==> src/rtl/shift_rows_stream.sv <==
// Streaming AES ShiftRows / InvShiftRows over LANES-byte beats with ping-pong block buffers.
// Optional macro SHIFTROWS_BYPASS_EN adds in_bypass to pass selected blocks through unpermuted.
module shift_rows_stream #(
  parameter int unsigned LANES = 1
) (
  input  logic               clk,
  input  logic               rst_n,
  input  logic               in_valid,
  output logic               in_ready,
  input  logic [8*LANES-1:0] in_data,
  input  logic               in_inv,
`ifdef SHIFTROWS_BYPASS_EN
  input  logic               in_bypass,
`endif
  output logic               out_valid,
  input  logic               out_ready,
  output logic [8*LANES-1:0] out_data,
  output logic               out_last
);

  localparam int unsigned BEATS = 16 / LANES;
  localparam int unsigned CNT_W = 4;
  localparam logic [CNT_W-1:0] LAST_BEAT = CNT_W'(BEATS - 1);

  if (!(LANES == 1 || LANES == 2 || LANES == 4 || LANES == 8 || LANES == 16)) begin : g_bad_lanes
    $error("shift_rows_stream: LANES must be 1, 2, 4, 8 or 16");
  end

  typedef enum logic [1:0] {
    BUF_EMPTY,
    BUF_FILLING,
    BUF_FULL,
    BUF_DRAINING
  } buf_state_e;

  buf_state_e       st_q [2];
  buf_state_e       st_d [2];
  logic             mode_q [2];
  logic             mode_d [2];
  logic [7:0]       mem_q [2][16];
  logic [7:0]       mem_d [2][16];
  logic             wr_sel_q, wr_sel_d;
  logic             rd_sel_q, rd_sel_d;
  logic [CNT_W-1:0] wr_cnt_q, wr_cnt_d;
  logic [CNT_W-1:0] rd_cnt_q, rd_cnt_d;
  logic [3:0]       wr_base, rd_base;
  logic             in_fire, out_fire, wr_last, rd_last, rd_byp;

`ifdef SHIFTROWS_BYPASS_EN
  logic byp_q [2];
  logic byp_d [2];
  assign rd_byp = byp_q[rd_sel_q];
`else
  assign rd_byp = 1'b0;
`endif

  // Source byte for destination byte {col,row}; 2-bit column arithmetic gives the mod-4 wrap.
  function automatic logic [3:0] src_index(input logic [3:0] dst, input logic inv, input logic byp);
    logic [1:0] r;
    logic [1:0] c;
    logic [1:0] sc;
    r  = dst[1:0];
    c  = dst[3:2];
    sc = byp ? c : (inv ? c - r : c + r);
    return {sc, r};
  endfunction

  assign in_ready  = (st_q[wr_sel_q] == BUF_EMPTY) || (st_q[wr_sel_q] == BUF_FILLING);
  assign out_valid = (st_q[rd_sel_q] == BUF_FULL) || (st_q[rd_sel_q] == BUF_DRAINING);
  assign in_fire   = in_valid && in_ready;
  assign out_fire  = out_valid && out_ready;
  assign wr_last   = (wr_cnt_q == LAST_BEAT);
  assign rd_last   = (rd_cnt_q == LAST_BEAT);
  assign out_last  = out_valid && rd_last;
  assign wr_base   = 4'(32'(wr_cnt_q) * LANES);
  assign rd_base   = 4'(32'(rd_cnt_q) * LANES);

  // Buffer states and pointers; fill and drain target different buffers, so both may fire.
  always_comb begin
    st_d     = st_q;
    mode_d   = mode_q;
    wr_sel_d = wr_sel_q;
    wr_cnt_d = wr_cnt_q;
    rd_sel_d = rd_sel_q;
    rd_cnt_d = rd_cnt_q;
`ifdef SHIFTROWS_BYPASS_EN
    byp_d    = byp_q;
`endif
    if (in_fire) begin
      if (wr_cnt_q == '0) begin
        mode_d[wr_sel_q] = in_inv;
`ifdef SHIFTROWS_BYPASS_EN
        byp_d[wr_sel_q]  = in_bypass;
`endif
      end
      if (wr_last) begin
        st_d[wr_sel_q] = BUF_FULL;
        wr_cnt_d       = '0;
        wr_sel_d       = ~wr_sel_q;
      end else begin
        st_d[wr_sel_q] = BUF_FILLING;
        wr_cnt_d       = wr_cnt_q + CNT_W'(1);
      end
    end
    if (out_fire) begin
      if (rd_last) begin
        st_d[rd_sel_q] = BUF_EMPTY;
        rd_cnt_d       = '0;
        rd_sel_d       = ~rd_sel_q;
      end else begin
        st_d[rd_sel_q] = BUF_DRAINING;
        rd_cnt_d       = rd_cnt_q + CNT_W'(1);
      end
    end
  end

  always_ff @(posedge clk or negedge rst_n) begin
    if (!rst_n) begin
      st_q     <= '{BUF_EMPTY, BUF_EMPTY};
      mode_q   <= '{1'b0, 1'b0};
      wr_sel_q <= 1'b0;
      wr_cnt_q <= '0;
      rd_sel_q <= 1'b0;
      rd_cnt_q <= '0;
`ifdef SHIFTROWS_BYPASS_EN
      byp_q    <= '{1'b0, 1'b0};
`endif
    end else begin
      st_q     <= st_d;
      mode_q   <= mode_d;
      wr_sel_q <= wr_sel_d;
      wr_cnt_q <= wr_cnt_d;
      rd_sel_q <= rd_sel_d;
      rd_cnt_q <= rd_cnt_d;
`ifdef SHIFTROWS_BYPASS_EN
      byp_q    <= byp_d;
`endif
    end
  end

  // Incoming lane j lands at byte index beat*LANES + j of the write buffer.
  always_comb begin
    mem_d = mem_q;
    if (in_fire) begin
      for (int j = 0; j < int'(LANES); j++) begin
        mem_d[wr_sel_q][wr_base + 4'(j)] = in_data[8*(int'(LANES)-j)-1 -: 8];
      end
    end
  end

  // Block storage is data only; reset leaves it untouched.
  always_ff @(posedge clk) begin
    mem_q <= mem_d;
  end

  always_comb begin
    out_data = '0;
    for (int j = 0; j < int'(LANES); j++) begin
      out_data[8*(int'(LANES)-j)-1 -: 8] =
        mem_q[rd_sel_q][src_index(rd_base + 4'(j), mode_q[rd_sel_q], rd_byp)];
    end
  end

endmodule

==> config.mk <==
export PLATFORM = sky130hd
export DESIGN_NAME = shift_rows_stream
export DESIGN_NICKNAME = d
export VERILOG_FILES = /design/src/rtl/shift_rows_stream.sv
export SDC_FILE = /design/constraint.sdc
export NUM_CORES = 1
export LEC_CHECK = 0
export CAP_MARGIN = 25
export CORE_MARGIN = 3
export CORE_UTILIZATION = 63
export DETAILED_ROUTE_END_ITERATION = 10
export DONT_BUFFER_PORTS = 1
export PLACE_DENSITY = 0.78
export SETUP_SLACK_MARGIN = 0.05
export SLEW_MARGIN = 20
export SYNTH_ARGS = -nofsm -noshare
export SYNTH_HDL_FRONTEND = slang
export SYNTH_SLANG_ARGS = --single-unit
==> constraint.sdc <==
create_clock -name clk -period 2.65 [get_ports clk]
set_input_delay 0.795 -clock clk [delete_from_list [all_inputs] [get_ports clk]]
set_output_delay 0.795 -clock clk [all_outputs]
set_load 0.1 [all_outputs]
==> flow_metrics.tcl, run 1 <==
set metrics [dict create \
    drt_iter0_drc 659 \
    final_common_cell "edfxtp_1" \
    period_minus_slack_ps 3420 \
    coreArea_mm2 0.0168 \
    synth_compound_area_share_pct 4.33 \
    drc 0 \
    max_slew_margin_pct 54.0 \
    cts.path.max_buffers 3 \
    synth_cell_types 41 \
    combPwrFrac_pct 50.0 \
    skew_ps 23.4 \
    synth_top_family_by_area "multiplexers" \
    clk_latency_ps 530 \
    grt_max_degree 33 \
    seq_area_mm2 0.00804 \
    die-area_mm2 0.0189 \
    cts_tree "built" \
    path_max_fanout 8 \
    synthCells 577 \
    antenna_found_initial 0 \
    hold_viol 0 \
    tightest_slew_ps 688 \
    p_int_w 0.0110 \
    ys_seq_elements 270 \
    die_width_um 138 \
    timing.fmax_mhz 292 \
    synth_area_per_cell_um2 18.9 \
    ys_seq_area_share_pct 73.8 \
    synth_area_leaders "edfxtp_1 (71%), mux4_2 (8.1%), mux2_2 (4.3%)" \
    muxShareOfSynthArea_pct 14.9 \
    std_cell_rows 47 \
    ios 24 \
    nFillCells 852 \
    final_net_count 674 \
    dr.pass1.iters 6 \
    power.density_mw_per_mm2 1360 \
    drv_cap 0 \
    cp-start-kind "flip-flop" \
    sw_frac_of_total_pct 38.0 \
    ant_nets 0 \
    drive_gt1_share_pct 34.2 \
    synth_simple_gate_area_share_pct 3.93 \
    final_cell_count_no_fill 895 \
    grt_pass1_vias 6084 \
    timing_worst_setup_path_type "flip-flop to primary output" \
    grt_pass1_wl_mm 37.8 \
    start_util_pct 65.0 \
    multi_input_area_mm2 0.00293 \
    gp_congestion 0.892 \
    report.final.slew_viol_count 0 \
    grt_use_total_pct 27.7 \
    required_ps 1860 \
    numCtsBuffers 26 \
    syn_area_mm2 0.0109 \
    violations "negative setup slack" \
    wl_per_cell_um 27.8 \
    peakVddDrop_v 0.00364 \
    final_cell_mix "edfxtp_1 (256), buf_4 (49), mux4_2 (39), mux2_2 (37), clkbuf_16 (27)" \
    synth_nets 596 \
    yosysTopAreaCellShare_pct 70.5 \
    vias 5873 \
    synth_xor_area_share_pct 0.654 \
    p_sw_w 0.00671 \
    yosys_warnings 0 \
    portBuffers 0 \
    dpl.hpwl_mm 15.0 \
    worstPathArrival_ps 2630 \
    end_kind "primary output" \
    antennaDiodeCount 0 \
    fin_tns_setup_ps -5970 \
    synth_fa_ha_area_share_pct 0.689 \
    htreeDepth 1 \
    setup_ws_ps -774 \
    root_buffer "clkbuf_16" \
    area_delta_synth_final_pct 19.2 \
    path_clk_slew_ps 60 \
    rsz0062_at_grt "yes" \
    p_leak_nw 4.38 \
    die_y_um 138 \
    setup_viol_count_final 9 \
    grt_overflow 0 \
    hp-class "input pin to flip-flop" \
    synth_area_leader_cell "edfxtp_1" \
    p_seq_share_pct 28.9 \
    postRouteWirelength_mm 24.9 \
    post-place-cells 836 \
    status "finished, violations left" \
    clock_sinks 270 \
    clock_power_share_pct 21.1 \
    avgViaCountPerCell 6.56 \
    period_share_pct 129 \
]
==> what timing repair did <==
| action | CTS | global route |
|---|---|---|
| endpoints found under the hold margin | 14 | 0 |
| hold buffers | 1 | 0 |
| gates resized for setup | 36 | 16 |
| gates cloned | 2 | 0 |
| pin swaps | 4 | 5 |
| setup endpoints to repair | 10 | 10 |
| buffers inserted | 7 | 3 |
==> layout make-up <==
cell class / count / share of cell area (%)
clock buffers: 40 / 5.73
clock inverters: 8 / 0.896
inverters: 3 / 0.0867
multi-input cells: 277 / 22.6
flip-flops and latches: 270 / 61.9
well taps: 220 / 2.12
repair buffers: 77 / 6.67
==> metal layers <==
layer  vias up  GRT usage (%)  routed length (um)
met5         -              0                   0
met4         0           9.87                 792
met3        61           4.05                1890
met2       289           45.0               12500
met1      3038           39.2                9720
li1       2485              -                   -
==> cell families (layout without fill, tap and decap cells) <==
family,after synthesis,in the layout
xor+xnor,6,6
compound gates,73,73
fa+ha+maj,6,6
simple gates,86,86
buf+inv,30,128
mux,106,106
flops,270,270
==> critical path: stages, from the launching register on <==
cell	delay [ps]
dfrtp_2	450
buf_12	190
mux4_2	560
o22ai_2	240
o22ai_1	170
mux2_4	320
buf_12	170
==> synthesized netlist by cell type (all sizes together) <==
| library cell | number |
|---|---|
| buf | 19 |
| mux2i | 21 |
| nand3 | 9 |
| nor3 | 5 |
| a22oi | 4 |
| and2b | 1 |
| a2bb2oi | 3 |
| and3 | 1 |
| nand4b | 1 |
| and2 | 16 |
| nor2b | 3 |
| xnor2 | 4 |
| o21ai | 17 |
| ha | 6 |
| a21o | 11 |
| nor3b | 1 |
| mux4 | 40 |
| o22a | 3 |
| nand2 | 22 |
| o41ai | 1 |
| nand2b | 5 |
| edfxtp | 256 |
| mux2 | 45 |
| o22ai | 32 |
| nor2 | 20 |
| or3b | 1 |
| clkbuf | 8 |
| xor2 | 2 |
| a31oi | 2 |
| and3b | 1 |
| dfrtp | 14 |
| inv | 3 |
==> registers in the layout, summed over array words and instances (netlist names) <==
name / count
mem_q: 256
rd_cnt_q: 4
wr_cnt_q: 4
mode_q: 2
st_q: 2
rd_sel_q: 1
wr_sel_q: 1
==> power groups by stage <==
stage	clock (W)	sequential (W)	combinational, W
after floorplan	0	0.00507	0.00547
after global placement	0	0.00515	0.00780
after detailed placement	0	0.00517	0.00791
after CTS	0.00377	0.00509	0.00865
after global routing	0.00393	0.00512	0.00916
final	0.00373	0.00511	0.00885
==> metrics by stage <==
step / total power, W / hold slack, ps / setup slack (ps) / util, % / cell area [um^2]
2_1_floorplan: 0.0105 / 457 / -110 / - / 10900
3_3_place_gp: 0.0130 / 489 / -249 / 70.0 / 11700
3_5_place_dp: 0.0131 / 493 / -282 / 70.0 / 11700
4_1_cts: 0.0175 / 345 / -772 / 77.1 / 12900
5_1_grt: 0.0182 / 345 / -825 / 77.5 / 13000
6_report: 0.0177 / 359 / -774 / 77.5 / 13000
==> path summary, 6_finish.rpt <==
| path | slack (ps) | start | depth (start not counted) | endpoint |
|---|---|---|---|---|
| worst max register to register | 430 | wr_sel_q$_DFFE_PN0P_ | 3 | mem_q[244]$_DFFE_PP_ |
| worst max-delay path | -770 | rd_cnt_q[0]$_DFFE_PN0P_ | 6 | out_data[7] |
| max in group asynchronous | 1370 | rst_n | 1 | rd_cnt_q[1]$_DFFE_PN0P_ |
| min in group asynchronous | 740 | rst_n | 1 | wr_cnt_q[1]$_DFFE_PN0P_ |
| worst min register to register | 530 | mode_q[1]$_DFFE_PN0P_ | 1 | mode_q[1]$_DFFE_PN0P_ |
| worst min-delay path | 360 | in_data[1] | 0 | mem_q[89]$_DFFE_PP_ |
Note: power is estimated with default switching activity, not from simulation.
==> run 2: changes to the inputs <==
--- a/config.mk
+++ b/config.mk
@@ -8,8 +8,8 @@
 export CAP_MARGIN = 25
 export CORE_MARGIN = 3
-export CORE_UTILIZATION = 63
+export CORE_UTILIZATION = 50
 export DETAILED_ROUTE_END_ITERATION = 10
 export DONT_BUFFER_PORTS = 1
-export PLACE_DENSITY = 0.78
+export PLACE_DENSITY = 0.64
 export SETUP_SLACK_MARGIN = 0.05
 export SLEW_MARGIN = 20
==> constraint.sdc (replaced) <==
create_clock -name clk -period 2.65 [get_ports clk]
set_input_delay 0.6625 -clock clk [delete_from_list [all_inputs] [get_ports clk]]
set_output_delay 0.6625 -clock clk [all_outputs]
set_load 0.1 [all_outputs]
==> run 2 against run 1 <==
Net effect: the run still ends with negative setup slack left; combinational power is 3.2% higher; first-iteration DRC count is 26% lower; clock power is 4% lower; setup slack better by 110 ps; largest cell class unchanged; worst hold slack worse by 130 ps; global-route usage is 6.5 points lower; cell area is 1.4% higher; highest routed layer unchanged; sequential cell count stayed put; final cell count is 6.3% higher; sequential share of layout area is 0.84 points lower; core utilization is 15 points lower; routed wire length is 1.0% lower; critical endpoint is now out_data[3]; critical path type unchanged.
==> flow_metrics.tcl, run 2 (synthesis results as in run 1) <==
set metrics [dict create \
    status "finished, violations left" \
    violations "negative setup slack" \
    crit_chain "buf_12, buf_12, mux4_2, mux2_4, a22oi_2, buf_4, mux2i_4, buf_12" \
    final_cell_mix "edfxtp_1 (256), buf_4 (43), mux4_2 (40), mux2_2 (35), clkbuf_16 (28)" \
    worstPathArrival_ps 2650 \
    drive_gt1_share_pct 35.9 \
    cp_slowest_cell "mux4_2" \
    die-area_mm2 0.0236 \
    seq_area_mm2 0.00804 \
    root_buffer "clkbuf_16" \
    setup_ws_ps -662 \
    cts.path.max_buffers 3 \
    r2r_start "wr_cnt_q[0]$_DFFE_PN0P_" \
    drt_iter0_drc 489 \
    worstSetupStartpoint "rd_cnt_q[0]$_DFFE_PN0P_" \
    hp-class "input pin to flip-flop" \
    std_cell_rows 53 \
    fin_area_mm2 0.0132 \
    die_width_um 154 \
    max_slew_margin_pct 54.0 \
    required_ps 1990 \
    area_delta_synth_final_pct 20.8 \
    end_kind "primary output" \
    postRouteWirelength_mm 24.6 \
    cts_tree "built" \
    drv_cap 0 \
    final_common_cell "edfxtp_1" \
    cp_slowest_stage_delay_ps 500 \
    dr.pass1.iters 5 \
    final_net_count 675 \
    cp_num_buf_inv 4 \
    largest-register "mem_q" \
    hold_viol 0 \
    clk_latency_ps 530 \
    grt_pass1_wl_mm 37.7 \
    top_regs "mem_q (256), rd_cnt_q (4), wr_cnt_q (4)" \
    antenna_found_initial 0 \
    vias 5648 \
    peakVddDrop_v 0.00470 \
    grt_pass1_vias 6020 \
    hp-start "in_data[1]" \
    grt_overflow 0 \
    period_minus_slack_ps 3310 \
    power.density_mw_per_mm2 1350 \
    period_share_pct 125 \
    portBuffers 0 \
    crit_top_cell "buf_12" \
    dpl_cell_area_mm2 0.0118 \
    dpl.hpwl_mm 15.1 \
    skew_ps 9.70 \
    antennaDiodeCount 0 \
    path_delay_family "multiplexers" \
    start_util_pct 51.4 \
    avgViaCountPerCell 5.94 \
    report.final.slew_viol_count 0 \
    ant_nets 0 \
    nFillCells 1525 \
    final_util_pct 62.1 \
    numCtsBuffers 27 \
    htreeDepth 1 \
    coreArea_mm2 0.0212 \
    ios 24 \
    grt_max_degree 33 \
    timing_worst_setup_path_type "flip-flop to primary output" \
    path_clk_slew_ps 60 \
    p_leak_nw 4.44 \
    timing.fmax_mhz 302 \
    clock_sinks 270 \
    drc 0 \
    grt_use_total_pct 21.2 \
    cp-start-kind "flip-flop" \
    setup_viol_count_final 10 \
    tightest_slew_ps 688 \
    path_max_fanout 6 \
    multi_input_area_mm2 0.00295 \
    wl_per_cell_um 25.9 \
    gp_congestion 0.846 \
    die_y_um 154 \
    rsz0062_at_grt "yes" \
    largest_reg_flops 256 \
]
[run 2: final timing paths]
path                       cells past startpoint                      end  slack, ps
min                                            0     mem_q[217]$_DFFE_PP_        230
max reg2reg                                    5      mem_q[73]$_DFFE_PP_        480
min in group asynchronous                      1        st_q[1]$_DFF_PN0_        620
min reg2reg                                    1    mode_q[1]$_DFFE_PN0P_        480
max in group asynchronous                      1  rd_cnt_q[1]$_DFFE_PN0P_       1520
max                                            8              out_data[3]       -660
[run 2: per-layer routing]
metal | global-route usage [%] | share of wire (%) | vias to the layer above
met5 | 0 | 0 | -
met4 | 5.05 | 2.5 | 0
met3 | 3.57 | 5.8 | 43
met2 | 35.0 | 50 | 169
met1 | 30.2 | 42 | 2952
li1 | - | - | 2484
[run 2: area by class of cell]
type	count	share of cell area (%)
timing repair buffer	77	7.41
tap	275	2.61
clock buffer	34	5.63
inverter	3	0.0855
sequential	270	61.1
multi-input combinational	277	22.4
clock inverter	15	0.751
[run 2: where the power goes]
group | leakage, nW | switching (W) | total [W] | internal, W
sequential | 2.48 | 0.000189 | 0.00509 | 0.00490
clock | 0.423 | 0.00153 | 0.00359 | 0.00207
combinational | 1.54 | 0.00509 | 0.00913 | 0.00404
[run 2: repair_timing]
action / 4_1_cts / 5_1_grt
setup buffers: 7 / 4
setup endpoints to repair: 10 / 10
pin swaps: 8 / 4
cloned: 4 / 1
hold buffers: 1 / 0
resized for setup: 56 / 10
endpoints found under the hold margin: 14 / 0
[run 2: per-stage QoR]
step	hold slack [ps]	total power, W	TNS (ps)	setup WS, ps	std cells
6_report	232	0.0178	-5020	-662	951
3_3_place_gp	367	0.0133	-1180	-202	887
5_1_grt	213	0.0184	-5750	-748	951
3_5_place_dp	367	0.0133	-1220	-209	887
4_1_cts	211	0.0178	-5190	-680	948
2_1_floorplan	367	0.0105	0	22.4	577
[run 2: worst reg2reg max path: stages (launching register included)]
cell and delay (ps):
dfrtp_1 450, inv_1 140, ha_1 300, nand2_1 190
nor2_1 560, buf_4 250
